File: src/rtl/control_sequencer.sv
// control_sequencer: multi-cycle MIPS state register and datapath strobe decoder.
// Define CTRL_PERF_CNT_EN to build the cycle/retired-instruction counters.
`ifndef STATE_LEN
`define STATE_LEN 3
`endif
`ifndef STATE_IF
`define STATE_IF 0
`endif
`ifndef STATE_ID
`define STATE_ID 1
`endif
`ifndef STATE_EX
`define STATE_EX 2
`endif
`ifndef STATE_MEM
`define STATE_MEM 3
`endif
`ifndef STATE_WB
`define STATE_WB 4
`endif
module control_sequencer #(
  parameter int STATE_LEN  = `STATE_LEN,
  parameter int PERF_CNT_W = 32
) (
  input  logic                  clk,
  input  logic                  rst_n,
  input  logic [5:0]            opcode,
  input  logic [STATE_LEN-1:0]  new_state,
  input  logic                  mem_ready,
  input  logic                  alu_zero,
  output logic                  fsm_rst,
  output logic [STATE_LEN-1:0]  state,
  output logic                  pc_write,
  output logic [1:0]            pc_src,
  output logic                  ir_write,
  output logic                  mem_read,
  output logic                  mem_write,
  output logic                  iord,
  output logic                  reg_write,
  output logic                  reg_dst,
  output logic                  mem_to_reg,
  output logic                  retire,
  output logic [PERF_CNT_W-1:0] cycle_cnt,
  output logic [PERF_CNT_W-1:0] instr_cnt
);
  localparam logic [STATE_LEN-1:0] S_IF  = STATE_LEN'(`STATE_IF);
  localparam logic [STATE_LEN-1:0] S_ID  = STATE_LEN'(`STATE_ID);
  localparam logic [STATE_LEN-1:0] S_EX  = STATE_LEN'(`STATE_EX);
  localparam logic [STATE_LEN-1:0] S_MEM = STATE_LEN'(`STATE_MEM);
  localparam logic [STATE_LEN-1:0] S_WB  = STATE_LEN'(`STATE_WB);
  localparam logic [5:0] OP_R   = 6'h00;
  localparam logic [5:0] OP_J   = 6'h02;
  localparam logic [5:0] OP_BEQ = 6'h04;
  localparam logic [5:0] OP_LW  = 6'h23;
  localparam logic [5:0] OP_SW  = 6'h2b;
  logic is_if, is_id, is_ex, is_mem, is_wb, valid, is_lw, is_sw, is_j, is_beq, stall;
  always_comb begin
    is_if  = state == S_IF;
    is_id  = state == S_ID;
    is_ex  = state == S_EX;
    is_mem = state == S_MEM;
    is_wb  = state == S_WB;
    valid  = is_if || is_id || is_ex || is_mem || is_wb;
    is_lw  = opcode == OP_LW;
    is_sw  = opcode == OP_SW;
    is_j   = opcode == OP_J;
    is_beq = opcode == OP_BEQ;
    stall  = !mem_ready && (is_if || (is_mem && (is_lw || is_sw)));
  end
  always_ff @(posedge clk)
    if (!rst_n) state <= S_IF;
    else if (!valid) state <= S_IF;
    else if (!stall) state <= new_state;
  // Every strobe is qualified by rst_n so a reset drops an in-flight access in the same cycle.
  always_comb begin
    fsm_rst    = !rst_n;
    pc_write   = rst_n && ((is_if && mem_ready) || (is_id && is_j) || (is_ex && is_beq && alu_zero));
    pc_src     = !rst_n ? 2'd0 : (is_id && is_j) ? 2'd2 : (is_ex && is_beq) ? 2'd1 : 2'd0;
    ir_write   = rst_n && is_if && mem_ready;
    mem_read   = rst_n && (is_if || (is_mem && is_lw));
    mem_write  = rst_n && is_mem && is_sw;
    iord       = rst_n && is_mem && (is_lw || is_sw);
    reg_write  = rst_n && is_wb;
    reg_dst    = rst_n && is_wb && opcode == OP_R;
    mem_to_reg = rst_n && is_wb && is_lw;
    retire     = rst_n && !stall && !is_if && new_state == S_IF;
  end
`ifdef CTRL_PERF_CNT_EN
  logic [PERF_CNT_W-1:0] cyc_q, ins_q;
  always_ff @(posedge clk)
    if (!rst_n) begin
      cyc_q <= '0;
      ins_q <= '0;
    end else begin
      cyc_q <= cyc_q + 1'b1;
      if (retire) ins_q <= ins_q + 1'b1;
    end
  assign cycle_cnt = cyc_q;
  assign instr_cnt = ins_q;
`else
  assign cycle_cnt = '0;
  assign instr_cnt = '0;
`endif
endmodule
File: config.mk
export PLATFORM = sky130hd
export DESIGN_NAME = control_sequencer
export DESIGN_NICKNAME = d
export VERILOG_FILES = /design/src/rtl/control_sequencer.sv
export SDC_FILE = /design/constraint.sdc
export NUM_CORES = 1
export LEC_CHECK = 0
export ABC_AREA = 1
export BUFFER_PORTS_ARGS = -buffer_cell sky130_fd_sc_hd__buf_2
export CORE_UTILIZATION = 38
export DETAILED_ROUTE_END_ITERATION = 6
export GPL_TIMING_DRIVEN = 1
export PLACE_DENSITY = 0.94
export REMOVE_ABC_BUFFERS = 1
export SLEW_MARGIN = 10
export SYNTH_ARGS = -nofsm -noshare
export SYNTH_HDL_FRONTEND = slang
export SYNTH_SLANG_ARGS = --single-unit
File: constraint.sdc
create_clock -name clk -period 1.6 [get_ports clk]
set_input_delay 0.08 -clock clk [delete_from_list [all_inputs] [get_ports clk]]
set_output_delay 0.08 -clock clk [all_outputs]
set_load 0.01 [all_outputs]
==> flow_summary_export.csv, run 1 <==
group,metric,value,unit
layout,layout.nets,175,
drt,routed_wl,1.45,mm
worst_setup_path,r2r-start,"state[1]",
power_and_ir_drop,p_switching,0.204,mW
clocking,cts_setup_buffers,0,
min_path,hold_path_end,"state[2]",
power_and_ir_drop,p_leak,0.540,nW
worst_setup_path,worstPathMaxFanout,4,
place,place.gp.congestion,0.864,
power_and_ir_drop,seqPwrFrac,21.6,%
logic_synthesis,syn_area,860,um^2
layout,largest_register,"state",
layout,antenna_cells,0,
global_route,grt_pass1_vias,514,
worst_setup_path,r2r_setup_slack,0.50,ns
logic_synthesis,synthAdderAreaFrac,0,%
min_path,hold_path_depth,3,
worst_setup_path,path_common_cell,"nand2_2",
clocking,insertion_delay,0.24,ns
logic_synthesis,synth-seq-area-share,6.99,%
global_route,antenna_found_initial,0,
min_path,hold_class,"in -> reg",
worst_setup_path,crit_chain,"nand2_1 > nor2_2 > nand3_2 > nand2_2 > nand2_2 > nand2_2 > nor2_1 > buf_2",
logic_synthesis,yosys-top-cells-count,"buf_4 (64), inv_1 (13), nand2_1 (11), nor2_1 (11)",
global_route,grt_max_degree,8,
timing,finClkSkew,0.00243,ns
place,dp_hpwl,1.30,mm
clocking,ctsHoldBuffers,0,
logic_synthesis,synth-simple-area-share,27.4,%
logic_synthesis,synth_cells,131,
die,num_rows,16,
worst_setup_path,r2r_cells,8,
logic_synthesis,async_flop_share,0,%
worst_setup_path,r2r-end,"state[1]",
layout,fill_cells,240,
timing,finalSetupTns,0,ns
layout,reg_top3,"state x3",
clocking,cts_num_sinks,3,
logic_synthesis,yosys_warnings,0,
die,ios,92,
drt,drt_iter0_markers,9,
logic_synthesis,yosysTopAreaCell,"buf_4",
global_route,grt_pass1_wl,2.18,mm
logic_synthesis,synth_top_family_by_area,"buffers and inverters",
logic_synthesis,synth_compound_area_share,2.33,%
drt,dr.pass1.iters,4,
min_path,hp-start,"new_state[2]",
global_route,grt_overflow_total,0,
worst_setup_path,cp_data_arrival_time,1.33,ns
die,core,2040,um^2
layout,multiInputGateArea,495,um^2
clocking,clk_pin_slew,0.04,ns
worst_setup_path,critPathSlowestCell,"dfxtp_1",
layout,layout-drive-gt1-share,29.2,%
timing,min_period_over_period,88.0,%
drt,drt-vias-per-instance,3.59,
clocking,numCtsBuffers,3,
worst_setup_path,critPathCaptureType,"primary output",
logic_synthesis,synth.area.mux_share,0,%
clocking,clockRootBuffer,"clkbuf_4",
logic_synthesis,synth.avg_cell_area,6.56,um^2
layout,final_core_util,39.8,%
timing,rsz0062_at_grt,"false",
power_and_ir_drop,ir_drop,0.371,mV
global_route,track_usage,11.3,%
clocking,ctsResizeCount,0,
power_and_ir_drop,combPwrFrac,46.0,%
job,cap_violations,0,
logic_synthesis,ys_ff_latch,3,
power_and_ir_drop,powerDensity,527,nW/um^2
logic_synthesis,synthTopCellsByArea,"buf_4 (56%), dfxtp_1 (7.0%), inv_1 (5.7%)",
power_and_ir_drop,p_int,0.224,mW
worst_setup_path,start_kind,"register",
die,die_x,49.6,um
drt,final_antenna_net_count,0,
timing,slew_viol_final,0,
worst_setup_path,crit_path_max_incr_delay,0.37,ns
die,initial_utilization,42.1,%
worst_setup_path,cp_data_required_time,1.52,ns
die,die_area,2460,um^2
logic_synthesis,ys_types,17,
drt,avgRoutedWirePerCell,7.71,um
power_and_ir_drop,clock_power_share,32.3,%
timing,period_needed,1.41,ns
logic_synthesis,synth-main-ff-cell,"dfxtp_1",
power_and_ir_drop,switching_share,47.7,%
worst_setup_path,path_class,"reg -> out",
logic_synthesis,synth-edff-count,0,
layout,area_growth,-5.53,%
layout,regArea,61.3,um^2
drt,num_vias,674,
clocking,cts_tree,"yes",
outcome,status,"completed",
drt,drc,0,
timing,timing.fmax,710,MHz
clocking,cts_max_path_buffers,2,
timing,setup_violations,0,
die,die_h,49.6,um
logic_synthesis,synth-xor-area-share,0,%
timing,hold_viol_final,0,
place,port-buffer-count,27,
logic_synthesis,yosysMostFrequentCell,"buf_4",
layout,largest_register_ffs,3,
clocking,htreeDepth,1,
logic_synthesis,yosysTopAreaCellShare,55.9,%
-- area by class of cell --
type                    count  area share (%)
flip-flops and latches      3            7.55
multi-input cells         111            61.0
inverters                  16            7.40
repair buffers             27            16.6
clock buffers               4            3.24
well taps                  27            4.16
-- worst max path at each step --
stage	from	end	slack (ns)
after global placement	state[2]	mem_to_reg	0.44
after CTS	state[2]	retire	0.15
after floorplan	state[2]	mem_to_reg	0.42
after global routing	state[1]	pc_write	0.02
final	state[1]	retire	0.19
after detailed placement	state[2]	reg_dst	0.41
-- cell usage in the layout, fill, tap and decap left out, types with 2 or more instances in the layout --
cell type  count
inv_1         13
nor2_2         3
nor2_1        11
nand2_2        5
clkbuf_4       3
o21ai_0        2
nor3_1         2
a21oi_1        2
nor3_2         3
conb_1        64
nand2_1       11
buf_2         27
nand3_1        5
dfxtp_1        2
inv_2          3
-- kinds of logic after synthesis --
logic type	Yosys count
other cells	1
buf+inv	80
simple gates	43
compound gates	4
flops	3
-- power groups by stage --
stage          sequential [mW]  combinational (mW)  clock (mW)
2_1_floorplan           0.0955               0.142           0
3_3_place_gp            0.0924               0.192           0
3_5_place_dp            0.0937               0.194           0
4_1_cts                 0.0925               0.194       0.144
5_1_grt                 0.0941               0.222       0.151
6_report                0.0926               0.197       0.138
-- stage by stage --
step	worst slack (ns)	instances	hold WS [ns]	cell area, um^2	power (mW)
CTS	0.151	188	0.0735	811	0.431
finish	0.192	188	0.0761	812	0.428
detailed placement	0.411	184	0.325	785	0.287
global placement	0.440	184	0.325	785	0.284
floorplan	0.420	130	0.193	616	0.237
global route	0.0198	188	0.0871	812	0.467
-- worst max-delay path, delay by kind of cell (launching register included) --
| kind | cells | cell delay [ns] |
|---|---|---|
| and+or+nand+nor | 7 | 0.59 |
| DFF | 1 | 0.37 |
| buffers and inverters | 1 | 0.13 |
-- per-layer routing --
layer	wire length (um)	up-vias	track usage, %	part of all wire, %
li1	-	328	-	-
met1	504	295	12.5	35
met2	785	49	20.0	54
met3	143	2	2.47	9.9
met4	17	0	5.71	1.2
met5	0	-	0	0
Note: power is estimated with default switching activity, not from simulation.
==> run 2, diff against run 1 <==
--- a/config.mk
+++ b/config.mk
@@ -6,11 +6,11 @@
 export NUM_CORES = 1
 export LEC_CHECK = 0
 export ABC_AREA = 1
-export BUFFER_PORTS_ARGS = -buffer_cell sky130_fd_sc_hd__buf_2
-export CORE_UTILIZATION = 38
+export CORE_UTILIZATION = 55
 export DETAILED_ROUTE_END_ITERATION = 6
+export DONT_BUFFER_PORTS = 1
 export GPL_TIMING_DRIVEN = 1
-export PLACE_DENSITY = 0.94
+export PLACE_DENSITY = 0.77
 export REMOVE_ABC_BUFFERS = 1
 export SLEW_MARGIN = 10
 export SYNTH_ARGS = -nofsm -noshare
==> run 2 against run 1 <==
Register-to-register slack worse by 0.08 ns. Sequential share of layout area up 1.2 points. Combinational power down 17%. Clock power is 7% lower. Core utilization grew 10 points.
==> flow_summary_export.csv, run 2 (synthesized netlist as in run 1, its figures left out) <==
group,metric,value,unit
outcome,status,"completed",
worst_setup_path,path_class,"reg -> out",
power_and_ir_drop,combPwrFrac,42.2,%
min_path,hp-start,"rst_n",
power_and_ir_drop,p_int,0.206,mW
drt,drt_iter0_markers,10,
global_route,grt_max_degree,8,
timing,rsz0062_at_grt,"false",
drt,final_antenna_net_count,0,
power_and_ir_drop,p_leak,0.428,nW
global_route,grt_pass1_vias,404,
timing,hold_viol_final,0,
worst_setup_path,crit_path_max_incr_delay,0.50,ns
drt,avgRoutedWirePerCell,8.11,um
worst_setup_path,critPathSlowestCell,"dfxtp_1",
place,port-buffer-count,0,
layout,final_area,688,um^2
die,die_h,41.5,um
place,place_area,642,um^2
clocking,clockRootBuffer,"clkbuf_4",
worst_setup_path,r2r-start,"state[2]",
job,cap_violations,0,
die,core,1380,um^2
timing,period_needed,1.43,ns
worst_setup_path,start_kind,"register",
place,dp_hpwl,1.09,mm
worst_setup_path,r2r_setup_slack,0.42,ns
timing,slew_viol_final,0,
drt,routed_wl,1.23,mm
worst_setup_path,r2r-end,"state[0]",
layout,antenna_cells,0,
die,num_rows,13,
power_and_ir_drop,p_switching,0.183,mW
drt,drc,0,
global_route,track_usage,12.5,%
clocking,cts_num_sinks,3,
clocking,cts_setup_buffers,0,
global_route,grt_pass1_wl,1.70,mm
die,ios,92,
die,die_area,1730,um^2
worst_setup_path,crit_chain,"inv_2 > nand2_2 > nand2_2 > nand2_2 > nand2_2 > nor2_1",
layout,largest_register_ffs,3,
global_route,grt_overflow_total,0,
timing,min_period_over_period,89.6,%
die,initial_utilization,62.2,%
min_path,hold_path_end,"state[2]",
timing,setup_violations,0,
timing,timing.fmax,697,MHz
layout,layout.nets,151,
timing,finClkSkew,0.000185,ns
clocking,cts_tree,"yes",
worst_setup_path,cp_data_arrival_time,1.35,ns
layout,layout-drive-gt1-share,14.6,%
clocking,htreeDepth,1,
worst_setup_path,crit_start,"state[2]",
power_and_ir_drop,total_power,0.389,mW
worst_setup_path,cp_data_required_time,1.52,ns
clocking,numCtsBuffers,3,
layout,reg_top3,"state x3",
layout,final_cell_mix,"conb_1 (64), inv_1 (13), nor2_1 (11), nand2_1 (11)",
worst_setup_path,critPathCaptureType,"primary output",
min_path,hold_path_depth,2,
worst_setup_path,worstPathMaxFanout,5,
layout,final_common_cell,"conb_1",
die,die_x,41.5,um
clocking,insertion_delay,0.23,ns
global_route,antenna_found_initial,0,
power_and_ir_drop,seqPwrFrac,24.8,%
clocking,clk_pin_slew,0.04,ns
min_path,hold_class,"in -> reg",
layout,largest_register,"state",
power_and_ir_drop,powerDensity,565,nW/um^2
place,place.gp.congestion,0.799,
clocking,cts_max_path_buffers,2,
power_and_ir_drop,ir_drop,0.463,mV
worst_setup_path,r2r_cells,5,
worst_setup_path,path_common_cell,"nand2_2",
drt,num_vias,574,
timing,finalSetupTns,0,ns
power_and_ir_drop,switching_share,46.9,%
power_and_ir_drop,clock_power_share,33.0,%
drt,drt-vias-per-instance,3.78,
drt,dr.pass1.iters,4,
layout,area_growth,-19.9,%
run 2: cell types whose count changed in the layout (fill, tap and decap cells not counted):
cell | previous run | this run
dlygate4sd3_1 | 0 | 2
buf_2 | 27 | 0
dfxtp_1 | 2 | 3
dfxtp_2 | 1 | 0
buf_4 | 0 | 1
run 2: area by class of cell:
type / count / area (um^2)
clock buffer: 4 / 26.3
multi-input combinational: 111 / 495
timing repair buffer: 3 / 27.5
tap: 15 / 18.8
inverter: 16 / 60.1
sequential: 3 / 60.1
fill: 157 / 694
run 2: timing repair:
action / CTS / global route
hold buffers: 2 / 0
resized for setup: 0 / 0
hold endpoints to repair: 2 / 0
run 2: power by group through the flow:
| stage | logic, mW | clock network (mW) | registers, mW |
|---|---|---|---|
| 2_1_floorplan | 0.142 | 0 | 0.0955 |
| 3_3_place_gp | 0.155 | 0 | 0.0975 |
| 3_5_place_dp | 0.157 | 0 | 0.0978 |
| 4_1_cts | 0.162 | 0.132 | 0.0967 |
| 5_1_grt | 0.184 | 0.138 | 0.0975 |
| 6_report | 0.164 | 0.128 | 0.0966 |
run 2: metrics by stage:
step | util, % | hold slack (ns) | setup slack (ns) | cells
3_5_place_dp | 46.4 | 0.197 | 0.412 | 146
4_1_cts | 49.8 | 0.0498 | 0.158 | 152
2_1_floorplan | - | 0.193 | 0.420 | 130
5_1_grt | 49.8 | 0.0681 | 0.0718 | 152
6_report | 49.8 | 0.0578 | 0.166 | 152
3_3_place_gp | 46.4 | 0.196 | 0.422 | 146
run 2: critical path, delay by kind of cell (launching register included):
family	cells	cell delay, ns
DFF	1	0.50
buffers and inverters	1	0.10
and+or+nand+nor	5	0.53
run 2: worst max-delay path by stage:
stage               slack, ns    endpoint  cells after the start
floorplan                0.42  mem_to_reg                      4
CTS                      0.16      retire                      6
global placement         0.42    pc_write                      4
global route             0.07      retire                      6
detailed placement       0.41      retire                      6
finish                   0.17      retire                      6
run 2: routing by layer:
metal | up-vias | share of wire [%] | GRT usage (%)
met4 | 0 | 0.32 | 5.81
met2 | 47 | 52 | 20.6
met5 | - | 0 | 0
met1 | 244 | 36 | 14.4
met3 | 2 | 12 | 4.35
li1 | 281 | - | -
